<file path="src/rtl/mux_pkg.sv">
// Shared definitions for the pipelined N:1 register-select mux:
// clog2 helper for the select width and the main/skid slot count.
package mux_pkg;

  // Slot 0 is the main (output) stage, slot 1 the skid register.
  localparam int SKID_DEPTH = 2;
  localparam int MAIN_SLOT  = 0;
  localparam int SKID_SLOT  = 1;

  function automatic int clog2(input int n);
    int r;
    r = 0;
    while ((1 << r) < n) r++;
    return r;
  endfunction

endpackage

</file>
<file path="src/rtl/mux_sel_comb.sv">
// Purely combinational N:1 select; any select value at or above
// NUM_IN falls back to the last input.
// Ports: inData (NUM_IN*WIDTH packed), sel (SEL_W), selData (WIDTH).
module mux_sel_comb #(
  parameter int WIDTH  = 5,
  parameter int NUM_IN = 3,
  parameter int SEL_W  = 2
) (
  input  logic [NUM_IN*WIDTH-1:0] inData,
  input  logic [SEL_W-1:0]        sel,
  output logic [WIDTH-1:0]        selData
);

  always_comb begin
    selData = inData[(NUM_IN-1)*WIDTH +: WIDTH];
    for (int k = 0; k < NUM_IN - 1; k++) begin
      if (sel == SEL_W'(k)) begin
        selData = inData[k*WIDTH +: WIDTH];
      end
    end
  end

endmodule

</file>
<file path="src/rtl/pipe_mux_nto1.sv">
// N:1 register-select mux with a registered output, valid/ready
// handshake, 2-entry skid buffer, stall and synchronous flush.
// Ports: Clk, Rst (async high), in_data/in_sel/in_valid/in_ready,
//   flush, out_data/out_valid/out_ready, out_err.
// Macro PIPE_MUX_SEL_ERR_EN: when defined, out_err flags beats whose
//   select was out of range; otherwise out_err is tied to 0.
module pipe_mux_nto1
  import mux_pkg::*;
#(
  parameter int WIDTH  = 5,
  parameter int NUM_IN = 3,
  parameter int SEL_W  = clog2(NUM_IN)
) (
  input  logic                    Clk,
  input  logic                    Rst,
  input  logic [NUM_IN*WIDTH-1:0] in_data,
  input  logic [SEL_W-1:0]        in_sel,
  input  logic                    in_valid,
  output logic                    in_ready,
  input  logic                    flush,
  output logic [WIDTH-1:0]        out_data,
  output logic                    out_valid,
  input  logic                    out_ready,
  output logic                    out_err
);

  typedef struct packed {
    logic [WIDTH-1:0] data;
`ifdef PIPE_MUX_SEL_ERR_EN
    logic             err;
`endif
  } beat_t;

  beat_t                 slot [SKID_DEPTH];
  logic [SKID_DEPTH-1:0] valid;
  beat_t                 inBeat;
  logic [WIDTH-1:0]      selData;
  logic                  accept;
  logic                  consume;

  mux_sel_comb #(
    .WIDTH  (WIDTH),
    .NUM_IN (NUM_IN),
    .SEL_W  (SEL_W)
  ) uSel (
    .inData  (in_data),
    .sel     (in_sel),
    .selData (selData)
  );

  always_comb begin
    inBeat      = '0;
    inBeat.data = selData;
`ifdef PIPE_MUX_SEL_ERR_EN
    inBeat.err  = int'(in_sel) >= NUM_IN;
`endif
  end

  // Ready depends only on registered state, never on out_ready.
  assign in_ready  = !valid[SKID_SLOT];
  assign accept    = in_valid && in_ready;
  assign consume   = valid[MAIN_SLOT] && out_ready;
  assign out_valid = valid[MAIN_SLOT];
  assign out_data  = slot[MAIN_SLOT].data;
`ifdef PIPE_MUX_SEL_ERR_EN
  assign out_err   = slot[MAIN_SLOT].err;
`else
  assign out_err   = 1'b0;
`endif

  always_ff @(posedge Clk or posedge Rst) begin
    if (Rst) begin
      valid           <= '0;
      slot[MAIN_SLOT] <= '0;
      slot[SKID_SLOT] <= '0;
    end else if (flush) begin
      // Data holds; only the valids drop.
      valid <= '0;
    end else if (consume) begin
      if (valid[SKID_SLOT]) begin
        slot[MAIN_SLOT]  <= slot[SKID_SLOT];
        valid[SKID_SLOT] <= 1'b0;
      end else if (accept) begin
        slot[MAIN_SLOT]  <= inBeat;
      end else begin
        valid[MAIN_SLOT] <= 1'b0;
      end
    end else if (!valid[MAIN_SLOT]) begin
      if (accept) begin
        slot[MAIN_SLOT]  <= inBeat;
        valid[MAIN_SLOT] <= 1'b1;
      end
    end else if (accept) begin
      // Stalled output: park the new beat in the skid slot.
      slot[SKID_SLOT]  <= inBeat;
      valid[SKID_SLOT] <= 1'b1;
    end
  end

endmodule

</file>
<file path="config.mk">
export PLATFORM = sky130hd
export DESIGN_NAME = pipe_mux_nto1
export DESIGN_NICKNAME = d
export VERILOG_FILES = /design/src/rtl/mux_pkg.sv /design/src/rtl/mux_sel_comb.sv /design/src/rtl/pipe_mux_nto1.sv
export SDC_FILE = /design/constraint.sdc
export NUM_CORES = 1
export LEC_CHECK = 0
export CAP_MARGIN = 30
export CELL_PAD_IN_SITES_DETAIL_PLACEMENT = 2
export CELL_PAD_IN_SITES_GLOBAL_PLACEMENT = 2
export CORE_UTILIZATION = 27
export CTS_BUF_LIST = sky130_fd_sc_hd__clkbuf_8
export DETAILED_ROUTE_END_ITERATION = 16
export GPL_TIMING_DRIVEN = 0
export PLACE_DENSITY = 0.95
export SLEW_MARGIN = 0
export SYNTH_ARGS = -nofsm -noshare
export SYNTH_HDL_FRONTEND = slang
export SYNTH_HIERARCHICAL = 1
export SYNTH_SLANG_ARGS = --single-unit
</file>
<file path="constraint.sdc">
create_clock -name Clk -period 3.45 [get_ports Clk]
set_clock_uncertainty 0.15 [all_clocks]
set_input_delay 0.69 -clock Clk [delete_from_list [all_inputs] [get_ports Clk]]
set_output_delay 0.69 -clock Clk [all_outputs]
set_load 0.01 [all_outputs]
</file>
# [Word-level counts from Yosys, hierarchy flattened]
# Cells that the tools add are included.
[word_totals] out_inout_bits=8 ff_bits=12
[op_classes] n_eq_ne=4 n_bitwise=2 mux=14 n_reduce_logical=10
[op_table] op="5-bit 2-to-1 mux" n=6
[op_table] op="1-bit 2-to-1 mux" n=6
[op_table] op="3-bit inequality test (second input constant)" n=2
[op_table] op="2-bit AND reduction" n=3
[op_table] op="3-bit nonzero test" n=2
[op_table] op="2-bit 2-to-1 mux" n=2
[op_table] op="4-bit AND reduction" n=1
[op_table] op="2-bit by 1-bit equality test with 1-bit output (second input constant)" n=1
[op_table] op="1-bit logical AND" n=2
[op_table] op="2-bit zero test" n=1
[op_table] op="2-bit by 1-bit inequality test with 1-bit output (second input constant)" n=1
[op_table] op="1-bit inverter" n=2
[op_table] op="1-bit zero test" n=1

# [Logic depth before layout (Yosys ltp)]
[logic_depth] depth_word=6 ltp_mapped=5 depth_no_buf=4

# [Cells and area by module]
# The synthesis kept the hierarchy.
[by_module_without_submodules] mod="pipe_mux_nto1" area_each_um2=594.3 n_inst=1 cells_per_inst=54
[by_module_without_submodules] mod="mux_sel_comb" area_each_um2=110.1 n_inst=1 cells_per_inst=17

# [Worst setup path before layout]
# No wires, ideal clock.
[synth_path] kind="input-to-reg" from="input port flush" to="register slot[0] (netlist bit)" path_slack_ns=1.568 path_stages=4 setup_ns=0.125 n_path_buf=1 arrival_ns=1.608 path_cell_list="or3b_1 buf_2 nand3b_4 mux2_2"
[synth_between] elab_chain_cells=2
[synth_lines] item="start, declared" line="pipe_mux_nto1.sv:20" rtl="input logic flush,"
[synth_lines] item="1-bit inverter (no line)"
[synth_lines] item="4-bit AND reduction (no line)"
[synth_lines] item="end signal, assigned by index" line="pipe_mux_nto1.sv:81" rtl="slot[MAIN_SLOT] <= slot[SKID_SLOT];"
[synth_lines] item="end signal, assigned by index" line="pipe_mux_nto1.sv:84" rtl="slot[MAIN_SLOT] <= inBeat;"
[synth_lines] item="end signal, assigned by index" line="pipe_mux_nto1.sv:90" rtl="slot[MAIN_SLOT] <= inBeat;"
[synth_lines] item="end, declared" line="pipe_mux_nto1.sv:34" rtl="beat_t slot [SKID_DEPTH];"
# No other way between the ends.
# A chain may end at the register's enable or synchronous reset.

# [Final worst setup path]
[layout_path] from="input port flush" to="register slot[2] (netlist bit)"
# Same word-level chain as after synthesis.

==> flow_metrics.py <==
metrics = {
    "pwr": {
        "power_leakage_uw": 0.0004848,
        "power_frac_comb_pct": 28.8,
        "power.total_uw": 484.9,
        "powerDensity_mw_per_mm2": 458.6,
        "p_sw_share_pct": 25.54,
        "seqPwrFrac_pct": 39.7,
        "irDropWorstVdd_v": 0.0002297,
        "clkPwrFrac_pct": 31.4,
        "switchingPower_uw": 123.8,
        "internal_power_uw": 361.1,
    },
    "floorplanning": {
        "die_h_um": 53.08,
        "core_mm2": 0.002477,
        "pin_count": 30,
        "rows": 18,
        "start_util_pct": 28.43,
        "die_w_um": 53.08,
        "dieArea_mm2": 0.002817,
    },
    "critical_path": {
        "crit_path_cell_trace": "clkdlybuf4s50_1 -> or3b_1 -> buf_2 -> nand3b_4 -> mux2_2",
        "crit_buf_inv": 2,
        "crit_path_max_fanout": 6,
        "cp_top_family": "buffers and inverters",
        "arrival_ns": 2.23,
        "path_class": "in -> reg",
        "cp-end-kind": "register",
        "critPathRequiredTime_ns": 3.42,
        "worst_path_largest_cell_delay_ns": 0.50,
        "start_kind": "input pin",
        "worst_path_max_delay_cell": "clkdlybuf4s50_1",
    },
    "placed_design": {
        "placed_cells": 127,
        "numPortBuffers": 26,
        "dp_hpwl_um": 1657,
        "gp_congestion": 0.7348,
    },
    "layout": {
        "syn_to_final_growth_pct": 50.09,
        "layout-drive-gt1-share_pct": 18.81,
        "stdcell_count": 131,
        "final_cell_mix": "clkdlybuf4s50_1, dfrtp_1, inv_1",
        "final_nets": 124,
        "diodes": 0,
        "final_common_cell": "clkdlybuf4s50_1",
    },
    "sta": {
        "finalCritPeriodShare_pct": 65.42,
        "finalMaxSlewViolations": 0,
        "max_freq_mhz": 443.1,
        "setup_viol": 0,
        "post-route-min-period_ns": 2.257,
        "setup_tns_ns": 0,
        "hold_viol_final": 0,
        "rsz0062_at_grt": "false",
    },
    "logic_synthesis": {
        "yosysSeqAreaShare_pct": 42.63,
        "synth-seq-cells": 12,
        "yosys_warnings": 6,
        "synth-edff-count": 0,
        "syn-mean-instance-area_um2": 9.921,
        "synth_cells": 71,
        "synth_ff_type": "dfrtp_1",
        "synth.distinct_cells": 21,
        "synth_area_um2": 704.4,
        "synth_nets": 93,
        "async_reset_ff_share_pct": 100.0,
    },
    "route": {
        "dr.pass1.iters": 4,
        "vias_per_cell": 4.824,
        "drc": 0,
        "dr_wl_met3_um": 71,
        "drt-initial-drc-count": 9,
        "met2_length_um": 1119,
        "wl_um": 2064,
        "routedWlPerCell_um": 15.76,
        "wl_met1_um": 865,
        "top_layer": "met4",
        "num_vias": 632,
        "antenna_left": 0,
    },
    "clock_tree": {
        "worst_skew_pair.late_latency_ns": 0.24,
        "cts.htree.levels": 1,
        "cts-root-buf": "clkbuf_8",
        "cts.path.max_buffers": 2,
        "tritoncts": "yes",
        "cts_resized": 0,
        "postCtsSetupRepairBufs": 0,
        "clk_pin_slew_ns": 0.05,
        "numCtsBuffers": 3,
        "hold_buffers": 0,
        "clkSinkCount": 12,
    },
    "grt": {
        "grt_start_max_net_pins": 13,
        "antenna_found_initial": 0,
        "grt_pass1_wl_um": 3519,
        "track_usage_pct": 17.97,
        "grt_overflow_total": 0,
        "grt_pass1_vias": 734,
    },
    "job": {
        "maxCapViolations": 0,
    },
    "outcome": {
        "outcome": "completed",
    },
    "worst_hold_path": {
        "hold_path_class": "reg -> reg",
    },
}
==> sequential cells by signal, summed over array words and instances (netlist names) <==
signal    cells
slot          5
valid         2
out_data      5
==> cell usage after synthesis (5+ instances only) <==
cell     instances  area (um^2)
mux2_2           5        56.30
buf_4            6        45.04
a21oi_1          7        35.03
dfrtp_1         12        300.3
inv_1            8        30.03
nand2_1          6        22.52
o21ai_1          5        25.02
o32ai_1          5        43.79
mux2i_1          5        50.05
==> metal layers <==
layer  vias to the layer above  track usage, %
met5                         -               0
met4                         0           5.263
met3                         2           3.448
met2                        17           33.54
met1                       310           20.28
li1                        303               -
==> cell type report <==
class	count	area [um^2]
inverter	8	30.03
sequential	12	300.3
buffer	9	66.31
tap	30	37.54
timing repair buffer	26	260.3
fill	279	1420
multi-input combinational	42	307.8
clock buffer	4	55.05
==> power by group through the flow <==
stage | Combinational [uW] | Sequential, uW | Clock (uW)
after floorplan | 77.2 | 188 | 0
after global routing | 154 | 197 | 163
after CTS | 142 | 193 | 157
final | 140 | 193 | 152
after detailed placement | 140 | 196 | 0
after global placement | 133 | 190 | 0
==> final timing paths <==
path,slack [ns],to,depth (start not counted),startpoint
min reg2reg,0.36,slot[1]$_DFFE_PP0P_,1,slot[1]$_DFFE_PP0P_
max reg2reg,1.68,slot[2]$_DFFE_PP0P_,4,valid[1]$_DFFE_PP0P_
max in group asynchronous,2.19,slot[4]$_DFFE_PP0P_,2,Rst
min,0.36,slot[1]$_DFFE_PP0P_,1,slot[1]$_DFFE_PP0P_
max,1.19,slot[2]$_DFFE_PP0P_,5,flush
min in group asynchronous,0.62,out_data[0]$_DFFE_PP0P_,2,Rst
==> logic make-up after synthesis <==
kind of cell	Yosys count	share of synthesized area (%)
compound gates	20	17.76
buf+inv	17	13.67
flops	12	42.63
mux	10	15.10
other cells	1	0.5323
simple gates	11	10.30
==> per-stage QoR <==
stage / worst slack (ns) / hold slack [ns] / cell area (um^2) / utilization (%)
after floorplan: 1.568 / 0.3295 / 704.4 / -
after global placement: 1.015 / 0.3389 / 1002 / 40.45
after detailed placement: 0.9352 / 0.3548 / 1002 / 40.45
after CTS: 1.185 / 0.3679 / 1057 / 42.68
after global routing: 1.128 / 0.3947 / 1057 / 42.68
final: 1.193 / 0.3617 / 1057 / 42.68
No activity file was read; power rests on OpenSTA's default activity.
